[config.mk]
export PLATFORM = sky130hd
export DESIGN_NAME = pwm_fade
export DESIGN_NICKNAME = d
export VERILOG_FILES = /design/src/rtl/pwm_fade_pkg.sv /design/src/rtl/pwm_fade.sv
export SDC_FILE = /design/constraint.sdc
export NUM_CORES = 1
export LEC_CHECK = 0
export ABC_AREA = 1
export CORE_ASPECT_RATIO = 1.5
export CORE_UTILIZATION = 57
export DETAILED_ROUTE_END_ITERATION = 12
export PLACE_DENSITY_LB_ADDON = 0.1
export SLEW_MARGIN = 15
export SYNTH_ARGS = -nofsm -noshare
export SYNTH_HDL_FRONTEND = slang
export SYNTH_SLANG_ARGS = --single-unit
[constraint.sdc]
create_clock -name clk -period 7.8 [get_ports clk]
set_input_delay 1.95 -clock clk [delete_from_list [all_inputs] [get_ports clk]]
set_output_delay 1.95 -clock clk [all_outputs]
set_load 0.05 [all_outputs]
[src/rtl/pwm_fade_pkg.sv]
// pwm_fade_pkg: shared definitions for the PWM duty-cycle fade controller.
//   - CSR offsets relative to the block's BASE_ADDR
//   - offset of the duty register inside the controlled pwm instance
//   - FSM state encoding
//   - fade_next(): one +/-1 step of the duty value toward the target
package pwm_fade_pkg;

    localparam logic [4:0] CSR_CTRL     = 5'd0;
    localparam logic [4:0] CSR_TARGET   = 5'd1;
    localparam logic [4:0] CSR_STATUS   = 5'd2;
    localparam logic [4:0] PWM_DUTY_OFS = 5'd1;

    typedef enum logic [1:0] {
        ST_IDLE  = 2'd0,
        ST_WAIT  = 2'd1,
        ST_WRITE = 2'd2
    } fade_state_t;

    // Only called while cur != target, so the result never wraps.
    function automatic logic [6:0] fade_next(input logic [6:0] cur,
                                             input logic [6:0] target);
        return (target > cur) ? cur + 7'd1 : cur - 7'd1;
    endfunction

endpackage

[src/rtl/pwm_fade.sv]
// pwm_fade: ramps the 7-bit duty cycle of one pwm instance toward a host
// programmed target, one +/-1 step every (div+1) step_ce pulses. It owns the
// pwm's CSR write port; host traffic always wins and passes straight through.
//
// Ports:
//   clk, rst          system clock, asynchronous active-high reset
//   csr_a/di/we/re    host CSR bus (csr_re only marks the bus busy here)
//   csr_do            read data for CTRL/TARGET/STATUS, 0 for other addresses
//   step_ce           prescaled one-cycle step-rate strobe
//   pwm_csr_a/di/we   muxed CSR write port toward the pwm instance
//   busy              registered, FSM not in IDLE
//   done              registered one-cycle pulse when a fade reaches target
//
// State   | meaning
// --------+-------------------------------------------------------------
// IDLE    | no fade; leaves when enabled and cur != target
// WAIT    | counting step_ce pulses up to div
// WRITE   | waiting for a free bus to write the next duty value
module pwm_fade
    import pwm_fade_pkg::*;
#(
    parameter logic [4:0] BASE_ADDR = 5'h0,
    parameter logic [4:0] PWM_BASE  = 5'h0
) (
    input  logic       clk,
    input  logic       rst,
    input  logic [4:0] csr_a,
    input  logic [7:0] csr_di,
    input  logic       csr_we,
    input  logic       csr_re,
    output logic [7:0] csr_do,
    input  logic       step_ce,
    output logic [4:0] pwm_csr_a,
    output logic [7:0] pwm_csr_di,
    output logic       pwm_csr_we,
    output logic       busy,
    output logic       done
);

    localparam logic [4:0] ADDR_CTRL   = BASE_ADDR + CSR_CTRL;
    localparam logic [4:0] ADDR_TARGET = BASE_ADDR + CSR_TARGET;
    localparam logic [4:0] ADDR_STATUS = BASE_ADDR + CSR_STATUS;
    localparam logic [4:0] ADDR_DUTY   = PWM_BASE + PWM_DUTY_OFS;

    logic        en_q;
    logic [3:0]  div_q;
    logic [6:0]  target_q;
    logic [6:0]  cur_q;
    logic [3:0]  cnt_q;
    logic        busy_q;
    logic        done_q;
    fade_state_t state_q;

    logic        wr_ctrl;
    logic        wr_target;
    logic        wr_duty;
    logic        bus_free;
    logic        en_eff;
    logic [6:0]  next_duty;

    fade_state_t state_n;
    logic [3:0]  cnt_n;
    logic [6:0]  cur_n;
    logic        done_n;
    logic        fade_we;

    assign wr_ctrl   = csr_we && (csr_a == ADDR_CTRL);
    assign wr_target = csr_we && (csr_a == ADDR_TARGET);
    assign wr_duty   = csr_we && (csr_a == ADDR_DUTY);
    assign bus_free  = !csr_we && !csr_re;
    assign next_duty = fade_next(cur_q, target_q);

    // The FSM reacts to the enable value being written in this cycle, so a
    // fade starts on the CTRL write edge and clearing en reaches IDLE on it.
    assign en_eff = wr_ctrl ? csr_di[7] : en_q;

    always_comb begin
        state_n = state_q;
        cnt_n   = cnt_q;
        done_n  = 1'b0;
        fade_we = 1'b0;

        unique case (state_q)
            ST_IDLE: begin
                if (en_eff && (cur_q != target_q)) begin
                    state_n = ST_WAIT;
                    cnt_n   = 4'd0;
                end
            end
            ST_WAIT: begin
                if (step_ce) begin
                    if (cnt_q == div_q) begin
                        cnt_n   = 4'd0;
                        state_n = ST_WRITE;
                    end else begin
                        cnt_n = cnt_q + 4'd1;
                    end
                end
            end
            ST_WRITE: begin
                if (cur_q == target_q) begin
                    // Target was moved onto cur while we were counting.
                    state_n = ST_IDLE;
                    done_n  = 1'b1;
                end else if (bus_free) begin
                    fade_we = 1'b1;
                    cnt_n   = 4'd0;
                    if (next_duty == target_q) begin
                        state_n = ST_IDLE;
                        done_n  = 1'b1;
                    end else begin
                        state_n = ST_WAIT;
                    end
                end
            end
            default: begin
                state_n = ST_IDLE;
                cnt_n   = 4'd0;
            end
        endcase

        // A host duty write resynchronises the fade from the new value; any
        // step that was about to be written is now stale.
        if (wr_duty && (state_q != ST_IDLE)) begin
            state_n = ST_WAIT;
            cnt_n   = 4'd0;
            done_n  = 1'b0;
            fade_we = 1'b0;
        end

        if (!en_eff) begin
            state_n = ST_IDLE;
            cnt_n   = 4'd0;
            done_n  = 1'b0;
            fade_we = 1'b0;
        end

        if (wr_duty) begin
            cur_n = csr_di[6:0];
        end else if (fade_we) begin
            cur_n = next_duty;
        end else begin
            cur_n = cur_q;
        end
    end

    always_ff @(posedge clk or posedge rst) begin
        if (rst) begin
            en_q     <= 1'b0;
            div_q    <= 4'd0;
            target_q <= 7'd0;
            cur_q    <= 7'd0;
            cnt_q    <= 4'd0;
            state_q  <= ST_IDLE;
            busy_q   <= 1'b0;
            done_q   <= 1'b0;
        end else begin
            if (wr_ctrl) begin
                en_q  <= csr_di[7];
                div_q <= csr_di[3:0];
            end
            if (wr_target) begin
                target_q <= csr_di[6:0];
            end
            cur_q   <= cur_n;
            cnt_q   <= cnt_n;
            state_q <= state_n;
            busy_q  <= (state_n != ST_IDLE);
            done_q  <= done_n;
        end
    end

    always_comb begin
        pwm_csr_a  = csr_a;
        pwm_csr_di = csr_di;
        pwm_csr_we = csr_we;
        if (fade_we) begin
            pwm_csr_a  = ADDR_DUTY;
            pwm_csr_di = {1'b0, next_duty};
            pwm_csr_we = 1'b1;
        end
        // Reset must also block host writes into the pwm while it is held.
        if (rst) begin
            pwm_csr_we = 1'b0;
        end
    end

    always_comb begin
        csr_do = 8'h00;
        if (csr_a == ADDR_CTRL) begin
            csr_do = {en_q, 3'b000, div_q};
        end else if (csr_a == ADDR_TARGET) begin
            csr_do = {1'b0, target_q};
        end else if (csr_a == ADDR_STATUS) begin
            csr_do = {busy_q, cur_q};
        end
    end

    assign busy = busy_q;
    assign done = done_q;

endmodule

# --- Yosys cells after proc, flatten, opt, wreduce, memory -nomap -nowiden ---
# Index checks and enable logic that the tools add are counted.
word_totals:
  regBits: 27
  word_cells: 76
  n_memories: 0
  mem_bits_rw: 0
  romBits: 0
  output_inout_bits: 24
  latchBits: 0
op_classes:
  bitwise_logic: 0
  n_mux: 39
  n_eq_ne: 12
  n_shift: 0
  magnitude_cmp: 1
  div_mod_pow: 0
  addsub: 3
  multipliers: 0
  n_reduce_logical: 13
ops:
  columns: ["operator", "n"]
  rows:
  - ["two-way mux 8 bit", 4]
  - ["two-way mux 4 bit", 7]
  - ["two-way mux 7 bit", 3]
  - ["inequality test 4 bit (second input constant)", 4]
  - ["two-way mux 1 bit", 15]
  - ["== test 7 bit", 2]
  - ["two-way mux 2 bit", 7]
  - ["one-hot mux 4 bit (3 select lines)", 1]
  - ["adder 7 x 1 -> 7 bit (second input constant)", 1]
  - ["greater-than comparator 7 bit", 1]
  - ["inequality test 7 bit", 1]
  - ["subtractor 7 x 1 -> 7 bit (second input constant)", 1]
  - ["one-hot mux 2 bit (3 select lines)", 1]
  - ["nonzero test 2 bit", 3]
  - ["== test 5 x 1 -> 1 bit (second input constant)", 1]
  - ["== test 5 x 2 -> 1 bit (second input constant)", 1]
  - ["logical AND 1 bit", 5]
  - ["logical NOT 5 bit", 1]
  - ["two-way mux 5 bit", 1]
  - ["adder 4 x 1 -> 4 bit (second input constant)", 1]
  - ["== test 4 bit", 1]
  - ["AND reduction 4 bit", 1]
  - ["== test 2 x 1 -> 1 bit (second input constant)", 1]
  - ["== test 2 bit (second input constant)", 1]
  - ["2 further kinds", 3]

# --- Depth between registers and ports, before layout ---
# Gate-level depths: netlist (run 1).
depth:
  ltp_word: 10
  ltp_mapped: 24

# --- Worst setup path before layout (run 1) ---
# No wires, ideal clock.
synth_path:
  path_kind: "in2out"
  from: "input csr_a[3]"
  to: "output pwm_csr_di[0]"
  slack_ns: 1.869
  required_ns: 5.850
  arrival_time_ns: 3.981
  path_stages: 9
  path_cell_list: "nor2_2 -> nand2_2 -> nor3_4 -> nand2_4 -> nand2_4 -> o21ai_4 -> nor2_4 -> nand2_4 -> o21ai_0"
synth_between:
  elab_chain_len: 6
synth_rtl:
  columns: ["item", "line_no", "text"]
  rows:
  - ["from (decl)", "pwm_fade.sv:27", "input logic [4:0] csr_a,"]
  - ["== test 5 x 1 -> 1 bit", "pwm_fade.sv:69", "assign wr_duty = csr_we && (csr_a == ADDR_DUTY);"]
  - ["logical AND 1 bit", "pwm_fade.sv:69", null]
  - ["logical AND 1 bit", "pwm_fade.sv:124", "if (wr_duty && (state_q != ST_IDLE)) begin"]
  - ["two-way mux 1 bit", "pwm_fade.sv:124", null]
  - ["two-way mux 1 bit (*)", "pwm_fade.sv:131", "if (!en_eff) begin"]
  - ["two-way mux 8 bit (*)", "pwm_fade.sv:177", "if (fade_we) begin"]
  - ["to (decl)", "pwm_fade.sv:34", "output logic [7:0] pwm_csr_di,"]
# Every way passes the cells marked *; elsewhere a longest branch is shown, timed or not.

# --- Final worst setup path (run 1) ---
layout_path:
  from: "input csr_a[3]"
  to: "output pwm_csr_di[3]"
# The elaborated chain is that of the path after synthesis.

==> results of run 1 <==
## where the power goes
part	leakage [nW]	total [mW]	switching, mW	internal (mW)
Sequential	0.329	0.226	0.0412	0.185
Clock	0.0255	0.0842	0.0482	0.0360
Combinational	1.02	0.704	0.445	0.259
Total	1.37	1.01	0.534	0.480
## sequential cells by signal, summed over array words and instances, names as in the netlist
name      cells
busy          1
done          1
cnt_q         4
cur_q         7
state_q       2
target_q      7
en_q          1
div_q         4
## layer usage
metal / global-route usage (%) / up-vias / share of wire (%) / wire length (um)
li1: - / 1067 / - / -
met1: 31.46 / 1002 / 41 / 2223
met2: 53.29 / 45 / 55 / 2942
met3: 2.326 / 9 / 2.4 / 128
met4: 10.00 / 0 / 1.9 / 104
met5: 0 / - / 0 / 0
## worst min-delay path, cell delays in order (launching register included)
cell and delay [ns]:
dfrtp_1 0.41, nand2_1 0.06, o21ai_0 0.06
## cell families (layout without fill, tap and decap cells)
family	after synthesis	count (layout)	share of synthesized area (%)
flops	27	27	30.61
compound gates	53	53	16.33
fa+ha+maj	16	16	9.410
mux	1	1	0.5102
simple gates	137	137	29.59
xor+xnor	5	5	1.984
buf+inv	60	103	11.56
## cell type report
class	count	share of cell area, %
Sequential cell	27	25.09
Multi-Input combinational cell	212	47.40
Timing Repair Buffer	41	15.24
Tap cell	43	1.998
Inverter	58	8.550
Clock buffer	3	1.533
Clock inverter	1	0.1859
## worst min-delay path by stage
stage                   from       end  slack [ns]  cells past startpoint
floorplan           div_q[1]  div_q[1]        0.49                      2
global placement    div_q[1]  div_q[1]        0.52                      2
detailed placement  div_q[2]  div_q[2]        0.53                      2
CTS                 div_q[2]  div_q[2]        0.56                      2
global route        div_q[1]  div_q[1]        0.59                      2
finish              div_q[1]  div_q[1]        0.56                      2
## cells in the mapped netlist, drive strengths merged, types with 2 or more instances
master   n
ha      15
nand3b   2
o221ai   4
a21oi   16
o21ai   23
inv     58
nor3     3
nand3   27
o211ai   7
nor2    24
dfrtp   27
xnor2    2
xor2     3
nand4    5
buf      2
nand2   75
## stage by stage
stage / util (%) / instance area [sq um]
2_1_floorplan: - / 2207
3_3_place_gp: 71.87 / 2646
3_5_place_dp: 71.87 / 2646
4_1_cts: 73.12 / 2693
5_1_grt: 73.12 / 2693
6_report: 73.12 / 2693
==> results.yml, run 1 <==
synth:
  synth-seq-area-share_pct: 30.61
  synthArstFlopShare_pct: 100.0
  synth_area_leader_cell: "dfrtp_1"
  synth_edf_count: 0
  synth_top_area_share_pct: 30.61
  yosys-top-cells-area: "dfrtp_1 31%, nand2_1 12%, inv_1 9.0%"
  netlist_area_sq_um: 2207
  syn_inst: 299
  yosysWarnings: 0
  syn_area_per_cell_sq_um: 7.382
  synth.distinct_cells: 36
  ys_ff_latch: 27
  synth_ff_type: "dfrtp_1"
  syn-num-nets: 333
layout:
  stdcell_count: 385
  mostFrequentLayoutCell: "nand2_1"
  n_antenna_cell: 0
  nFillCells: 313
  layout_common_cells: "70 x nand2_1, 52 x inv_1, 41 x clkdlybuf4s50_1, 27 x nand3_1, 27 x dfrtp_1"
  regArea_sq_um: 675.6
  multi_input_area_sq_um: 1276
  drive_above_1_share_pct: 9.357
  finalNetCount: 377
  area_growth_syn_to_layout_pct: 22.00
worst_setup_path:
  worstPathArrival_ns: 4.65
  crit_chain: "clkdlybuf4s50_1 > nor2_2 > nand2_2 > nor3_4 > nand2_4 > nand2_4 > o21ai_4 > nor2_4 > nand2_4 > inv_8 > nand3_1 > o21ai_1 > clkdlybuf4s50_1"
  crit_start: "csr_a[3]"
  cp.required_ns: 5.85
  cp_common_cell: "nand2_4"
  cp.depth: 13
  worstPathMaxFanout: 16
  ff2ff_setup_slack_ns: 4.34
  r2r_cells: 18
  path_class: "in -> out"
  setup.worst_path.start_class: "input port"
  r2r-start: "cur_q[5]"
  crit_family: "buffers and inverters"
  cp-end-kind: "output pin"
  reg2reg_to: "busy"
  crit_end: "pwm_csr_di[3]"
  max_stage_delay_ns: 0.81
  crit_buf_inv: 3
  crit_slowest_cell: "clkdlybuf4s50_1"
route:
  firstDrtPassIters: 4
  drt.antenna.violating_nets: 0
  drt-initial-drc-count: 59
  drc: 0
  wl_per_cell_um: 14.02
  avgViaCountPerCell: 5.514
  vias: 2123
  wirelength_um: 5398
placed_design:
  gp_congestion: 0.8828
  portBuffers: 41
  dp_cells: 381
  post-place-ws_ns: 1.190
  dp_hpwl_um: 4287
grt:
  grt_max_degree: 28
  grt_pass1_wl_um: 8756
  grt_remaining_overflow: 0
  grt_antenna_before_repair: 0
  grt_pass1_vias: 2031
  gr-usage-all-layers_pct: 28.32
clock_network:
  clock_latency_ns: 0.29
  clkSinkCount: 27
  root_buffer: "clkbuf_8"
  clockBufferDepth: 2
  cts_setup_buffers: 0
  cts.clk_slew.worst_paths_ns: 0.10
  cts_hold_buffers: 0
  cts_resized: 0
  numCtsBuffers: 3
  cts_tree: "done"
  htreeDepth: 1
floorplan:
  start_util_pct: 59.94
  die_area_sq_um: 4130
  die_w_um: 52.81
  dieHeight_um: 78.21
  core_sq_um: 3682
  rows: 27
  io_pins: 42
timing:
  skew_ns: 0.007213
  worst_slack_ns: 1.196
  fin_hold_ws_ns: 0.5631
  hold_viol_final: 0
  maxSlewHeadroom_pct: 32.11
  rsz0062_at_grt: "no"
  setup_viol_count_final: 0
  slew_violations: 0
  post-route-period-util_pct: 84.67
  setup_tns_ns: 0
  worst_pin_slew_ns: 1.012
  finalCriticalPeriod_ns: 6.604
  fmax_mhz: 151.4
pwr:
  p_leak_nw: 1.375
  max-vdd-ir-drop_mv: 0.3020
  finalPower_mw: 1.015
  powerDensity_nw_per_um2: 376.8
job:
  cap_violations: 0
hold_path:
  min_path_type: "reg -> reg"
run_status:
  outcome: "finished clean"
Note: power is estimated with default switching activity, not from simulation.
==> run 2: changes to the inputs <==
Settings changed: CORE_UTILIZATION 57 to 53.
Clock period 7.8 ns to 6.5 ns, I/O delays scaled along.
==> run 2 against run 1 <==
Cell count rose by 0.52%. Largest power group unchanged. Wire length increased by 4.0%. Non-clock buffer count stayed put.
==> results.yml, run 2 (synthesized netlist as in run 1, its figures left out) <==
pwr:
  p_int_uw: 579.0
  p_leak_nw: 1.375
  finalPower_mw: 1.220
  seq_power_share_pct: 22.5
  p_clk_share_pct: 8.2
  p_switching_uw: 640.6
  powerDensity_nw_per_um2: 452.6
  max-vdd-ir-drop_mv: 0.3463
  combPwrFrac_pct: 69.3
  netSwitchingFraction_pct: 52.53
layout:
  layout_common_cells: "70 x nand2_1, 52 x inv_1, 41 x clkdlybuf4s50_1, 27 x nand3_1, 27 x dfrtp_1"
  largestRegisters: "cur_q (7), target_q (7)"
  finalNetCount: 377
  postLayoutCellArea_sq_um: 2695
  area_growth_syn_to_layout_pct: 22.11
  drive_above_1_share_pct: 9.357
  utilization_pct: 68.08
  mostFrequentLayoutCell: "nand2_1"
  nFillCells: 353
  n_antenna_cell: 0
  multi_input_area_sq_um: 1276
  regArea_sq_um: 675.6
floorplan:
  rows: 28
  die_w_um: 54.69
  core_sq_um: 3959
  io_pins: 42
  dieHeight_um: 81.04
  start_util_pct: 55.75
  die_area_sq_um: 4432
timing:
  finalCriticalPeriod_ns: 5.919
  hold_viol_final: 0
  rsz0062_at_grt: "no"
  setup_tns_ns: 0
  fmax_mhz: 168.9
  post-route-period-util_pct: 91.07
  setup_viol_count_final: 0
  worst_pin_slew_ns: 1.022
  skew_ns: 0.003714
  maxSlewHeadroom_pct: 31.44
  slew_violations: 0
clock_network:
  numCtsBuffers: 3
  cts_setup_buffers: 0
  cts_tree: "done"
  cts_hold_buffers: 0
  clockBufferDepth: 2
  root_buffer: "clkbuf_8"
  cts.clk_slew.worst_paths_ns: 0.09
  htreeDepth: 1
  clkSinkCount: 27
  cts_resized: 0
  clock_latency_ns: 0.28
route:
  firstDrtPassIters: 4
  wirelength_um: 5613
  wl_per_cell_um: 14.50
  drt.antenna.violating_nets: 0
  vias: 2124
  avgViaCountPerCell: 5.488
  drt-initial-drc-count: 91
  drc: 0
placed_design:
  gp_congestion: 0.8952
  portBuffers: 41
  place_area_sq_um: 2649
  dp_hpwl_um: 4535
grt:
  grt_antenna_before_repair: 0
  gr-usage-all-layers_pct: 28.05
  grt_remaining_overflow: 0
  grt_max_degree: 28
  grt_pass1_vias: 1989
  grt_pass1_wl_um: 8804
worst_setup_path:
  setup.worst_path.start_class: "input port"
  worstPathArrival_ns: 4.29
  cp-end-kind: "output pin"
  worstPathMaxFanout: 16
  cp.required_ns: 4.88
  path_class: "in -> out"
job:
  cap_violations: 0
run_status:
  outcome: "finished clean"
hold_path:
  min_path_type: "reg -> reg"
## run 2: cell counts in the layout (fill, tap and decap cells not counted)
Identical to the previous run, type by type.
## run 2: final cells by class
type / instances / area share, %
timing repair buffer: 41 / 15.23
multi-input combinational: 212 / 47.35
clock buffer: 3 / 1.532
clock inverter: 1 / 0.1857
tap: 45 / 2.089
inverter: 58 / 8.542
sequential: 27 / 25.07
## run 2: through the flow
stage	hold slack (ns)	setup WS, ns	std cells
after floorplan	0.4889	1.219	299
after global placement	0.5530	0.6621	383
after detailed placement	0.5646	0.5844	383
after CTS	0.5862	0.5809	387
after global routing	0.6003	0.3665	387
final	0.5824	0.5807	387
## run 2: final timing paths
check                               from             to  slack (ns)  depth (start not counted)
worst max-delay path            csr_a[3]  pwm_csr_di[3]        0.58                         13
worst min-delay path            div_q[0]       div_q[0]        0.58                          1
worst max register to register  cur_q[6]           busy        3.17                         18
worst min register to register  div_q[0]       div_q[0]        0.58                          1
max in group asynchronous            rst     state_q[1]        4.24                          2
min in group asynchronous            rst       div_q[0]        1.80                          2
## run 2: layer usage
layer | wire [um] | part of all wire [%] | global-route usage [%]
met1 | 2175 | 39 | 30.81
met2 | 3102 | 55 | 52.17
met3 | 178 | 3.2 | 2.060
met4 | 158 | 2.8 | 11.54
met5 | 0 | 0 | 0
## run 2: power groups by stage
| stage | clock network (mW) | logic [mW] | registers [mW] |
|---|---|---|---|
| after floorplan | 0 | 0.650 | 0.271 |
| after global placement | 0 | 0.839 | 0.275 |
| after detailed placement | 0 | 0.841 | 0.278 |
| after CTS | 0.101 | 0.847 | 0.274 |
| after global routing | 0.106 | 0.967 | 0.281 |
| final | 0.0996 | 0.846 | 0.274 |
## run 2: worst max-delay path, stage by stage
cell and delay, ns:
clkdlybuf4s50_1 0.43, nor2_2 0.15, nand2_2 0.10, nor3_4 0.26
nand2_4 0.16, nand2_4 0.10, o21ai_4 0.07, nor2_4 0.11
nand2_4 0.10, inv_8 0.15, nand3_1 0.12, o21ai_1 0.09
clkdlybuf4s50_1 0.81
==> run 3: changes to the inputs <==
Settings changed: CTS_CLUSTER_SIZE set to 12.
Clock period 6.5 ns to 5.5 ns, I/O delays scaled along.
==> run 3 against run 2 <==
Clock skew decreased by 0.0015 ns. Sequential cell count unchanged. Core utilization increased by 0.60 points. Setup slack got worse by 0.21 ns. Via count decreased by 0.99%. Worst hold slack got worse by 0.00067 ns. Cell count increased by 0.26%. Non-clock buffer count increased by 1. Sequential power increased by 17%. Design area increased by 0.88%. Global-route usage decreased by 0.84 points. Combinational power increased by 18%. Critical path type unchanged. Critical endpoint is now pwm_csr_a[0].
==> results.yml, run 3 (synthesized netlist as in run 1, its figures left out) <==
run_status:
  outcome: "finished clean"
clock_network:
  cts_tree: "done"
  clkSinkCount: 27
  clockBufferDepth: 2
  root_buffer: "clkbuf_8"
  cts_resized: 0
  htreeDepth: 1
  numCtsBuffers: 3
  clock_latency_ns: 0.28
  cts.clk_slew.worst_paths_ns: 0.09
  cts_hold_buffers: 0
  cts_setup_buffers: 0
placed_design:
  gp_congestion: 0.8559
  portBuffers: 41
  dp_hpwl_um: 4344
grt:
  grt_remaining_overflow: 0
  grt_pass1_vias: 1990
  grt_pass1_wl_um: 8645
  gr-usage-all-layers_pct: 27.21
  grt_antenna_before_repair: 0
  grt_max_degree: 28
timing:
  worst_pin_slew_ns: 1.025
  skew_ns: 0.002237
  setup_tns_ns: 0
  hold_viol_final: 0
  fmax_mhz: 195.1
  fin_hold_ws_ns: 0.5817
  post-route-period-util_pct: 93.21
  finalCriticalPeriod_ns: 5.127
  slew_violations: 0
  rsz0062_at_grt: "no"
  setup_viol_count_final: 0
  maxSlewHeadroom_pct: 31.24
floorplan:
  die_w_um: 54.69
  start_util_pct: 55.75
  io_pins: 42
  dieHeight_um: 81.04
  rows: 28
  core_sq_um: 3959
  die_area_sq_um: 4432
layout:
  nFillCells: 352
  utilization_pct: 68.68
  drive_above_1_share_pct: 13.12
  mostFrequentLayoutCell: "nand2_1"
  finalNetCount: 378
  regArea_sq_um: 675.6
  layout_common_cells: "70 x nand2_1, 52 x inv_1, 28 x clkdlybuf4s50_1, 27 x nand3_1, 27 x dfrtp_1"
  largestRegisters: "cur_q (7), target_q (7)"
  area_growth_syn_to_layout_pct: 23.19
  n_antenna_cell: 0
  multi_input_area_sq_um: 1276
worst_setup_path:
  r2r-start: "cur_q[6]"
  crit_start: "csr_a[3]"
  reg2reg_to: "busy"
  crit_end: "pwm_csr_a[0]"
  worstPathArrival_ns: 3.75
  ff2ff_setup_slack_ns: 2.07
  cp.depth: 11
  crit_family: "buffers and inverters"
  crit_buf_inv: 2
  max_stage_delay_ns: 0.79
  crit_chain: "clkdlybuf4s50_1 > nor2_2 > nand2_2 > nor3_4 > nand2_4 > nand2_4 > o21ai_4 > nor2_4 > nand2_4 > nand2_1 > clkdlybuf4s50_1"
  path_class: "in -> out"
  cp.required_ns: 4.12
  worstPathMaxFanout: 9
  setup.worst_path.start_class: "input port"
  crit_slowest_cell: "clkdlybuf4s50_1"
  cp_common_cell: "nand2_4"
  cp-end-kind: "output pin"
  r2r_cells: 18
job:
  cap_violations: 0
route:
  vias: 2103
  drt-initial-drc-count: 51
  drc: 0
  drt.antenna.violating_nets: 0
  firstDrtPassIters: 4
  wl_per_cell_um: 13.96
  wirelength_um: 5415
  avgViaCountPerCell: 5.420
hold_path:
  min_path_type: "reg -> reg"
  hold_depth: 2
pwr:
  p_leak_nw: 1.408
  max-vdd-ir-drop_mv: 0.4396
  finalPower_mw: 1.439
  powerDensity_nw_per_um2: 529.1
## run 3: worst min-delay path by stage
stage,endpoint,startpoint
after global routing,div_q[2],div_q[2]
after floorplan,div_q[1],div_q[1]
after detailed placement,div_q[2],div_q[2]
after CTS,div_q[3],div_q[3]
after global placement,div_q[1],div_q[1]
final,div_q[3],div_q[3]
## run 3: metrics by stage
| stage | setup slack (ns) | cell area, sq um | instances |
|---|---|---|---|
| 6_report | 0.3735 | 2719 | 388 |
| 5_1_grt | 0.2203 | 2719 | 388 |
| 4_1_cts | 0.3740 | 2719 | 388 |
| 3_5_place_dp | 0.3876 | 2674 | 384 |
| 3_3_place_gp | 0.4199 | 2674 | 384 |
| 2_1_floorplan | 0.7191 | 2207 | 299 |
## run 3: area by class of cell
cell class                 instances  area share (%)
timing repair buffer              42           16.01
multi-input combinational        212           46.94
inverter                          58           8.468
tap                               45           2.071
clock buffer                       4           1.657
sequential                        27           24.85
## run 3: power by group
group          internal, mW  switching (mW)
sequential            0.263          0.0574
combinational         0.373           0.627
clock                0.0521          0.0663
total                 0.688           0.751
## run 3: worst min-delay path, delay by kind of cell, from the launching register on
family             cells  cell delay (ns)
AOI/OAI and AO/OA      1             0.07
DFF                    1             0.41
and+or+nand+nor        1             0.07
## run 3: metal layers
layer | track usage (%) | share of wire (%) | vias to the layer above
met5 | 0 | 0 | -
met4 | 8.974 | 1.3 | 0
met3 | 2.060 | 3.3 | 5
met2 | 51.45 | 56 | 54
met1 | 30.02 | 40 | 975
li1 | - | - | 1069
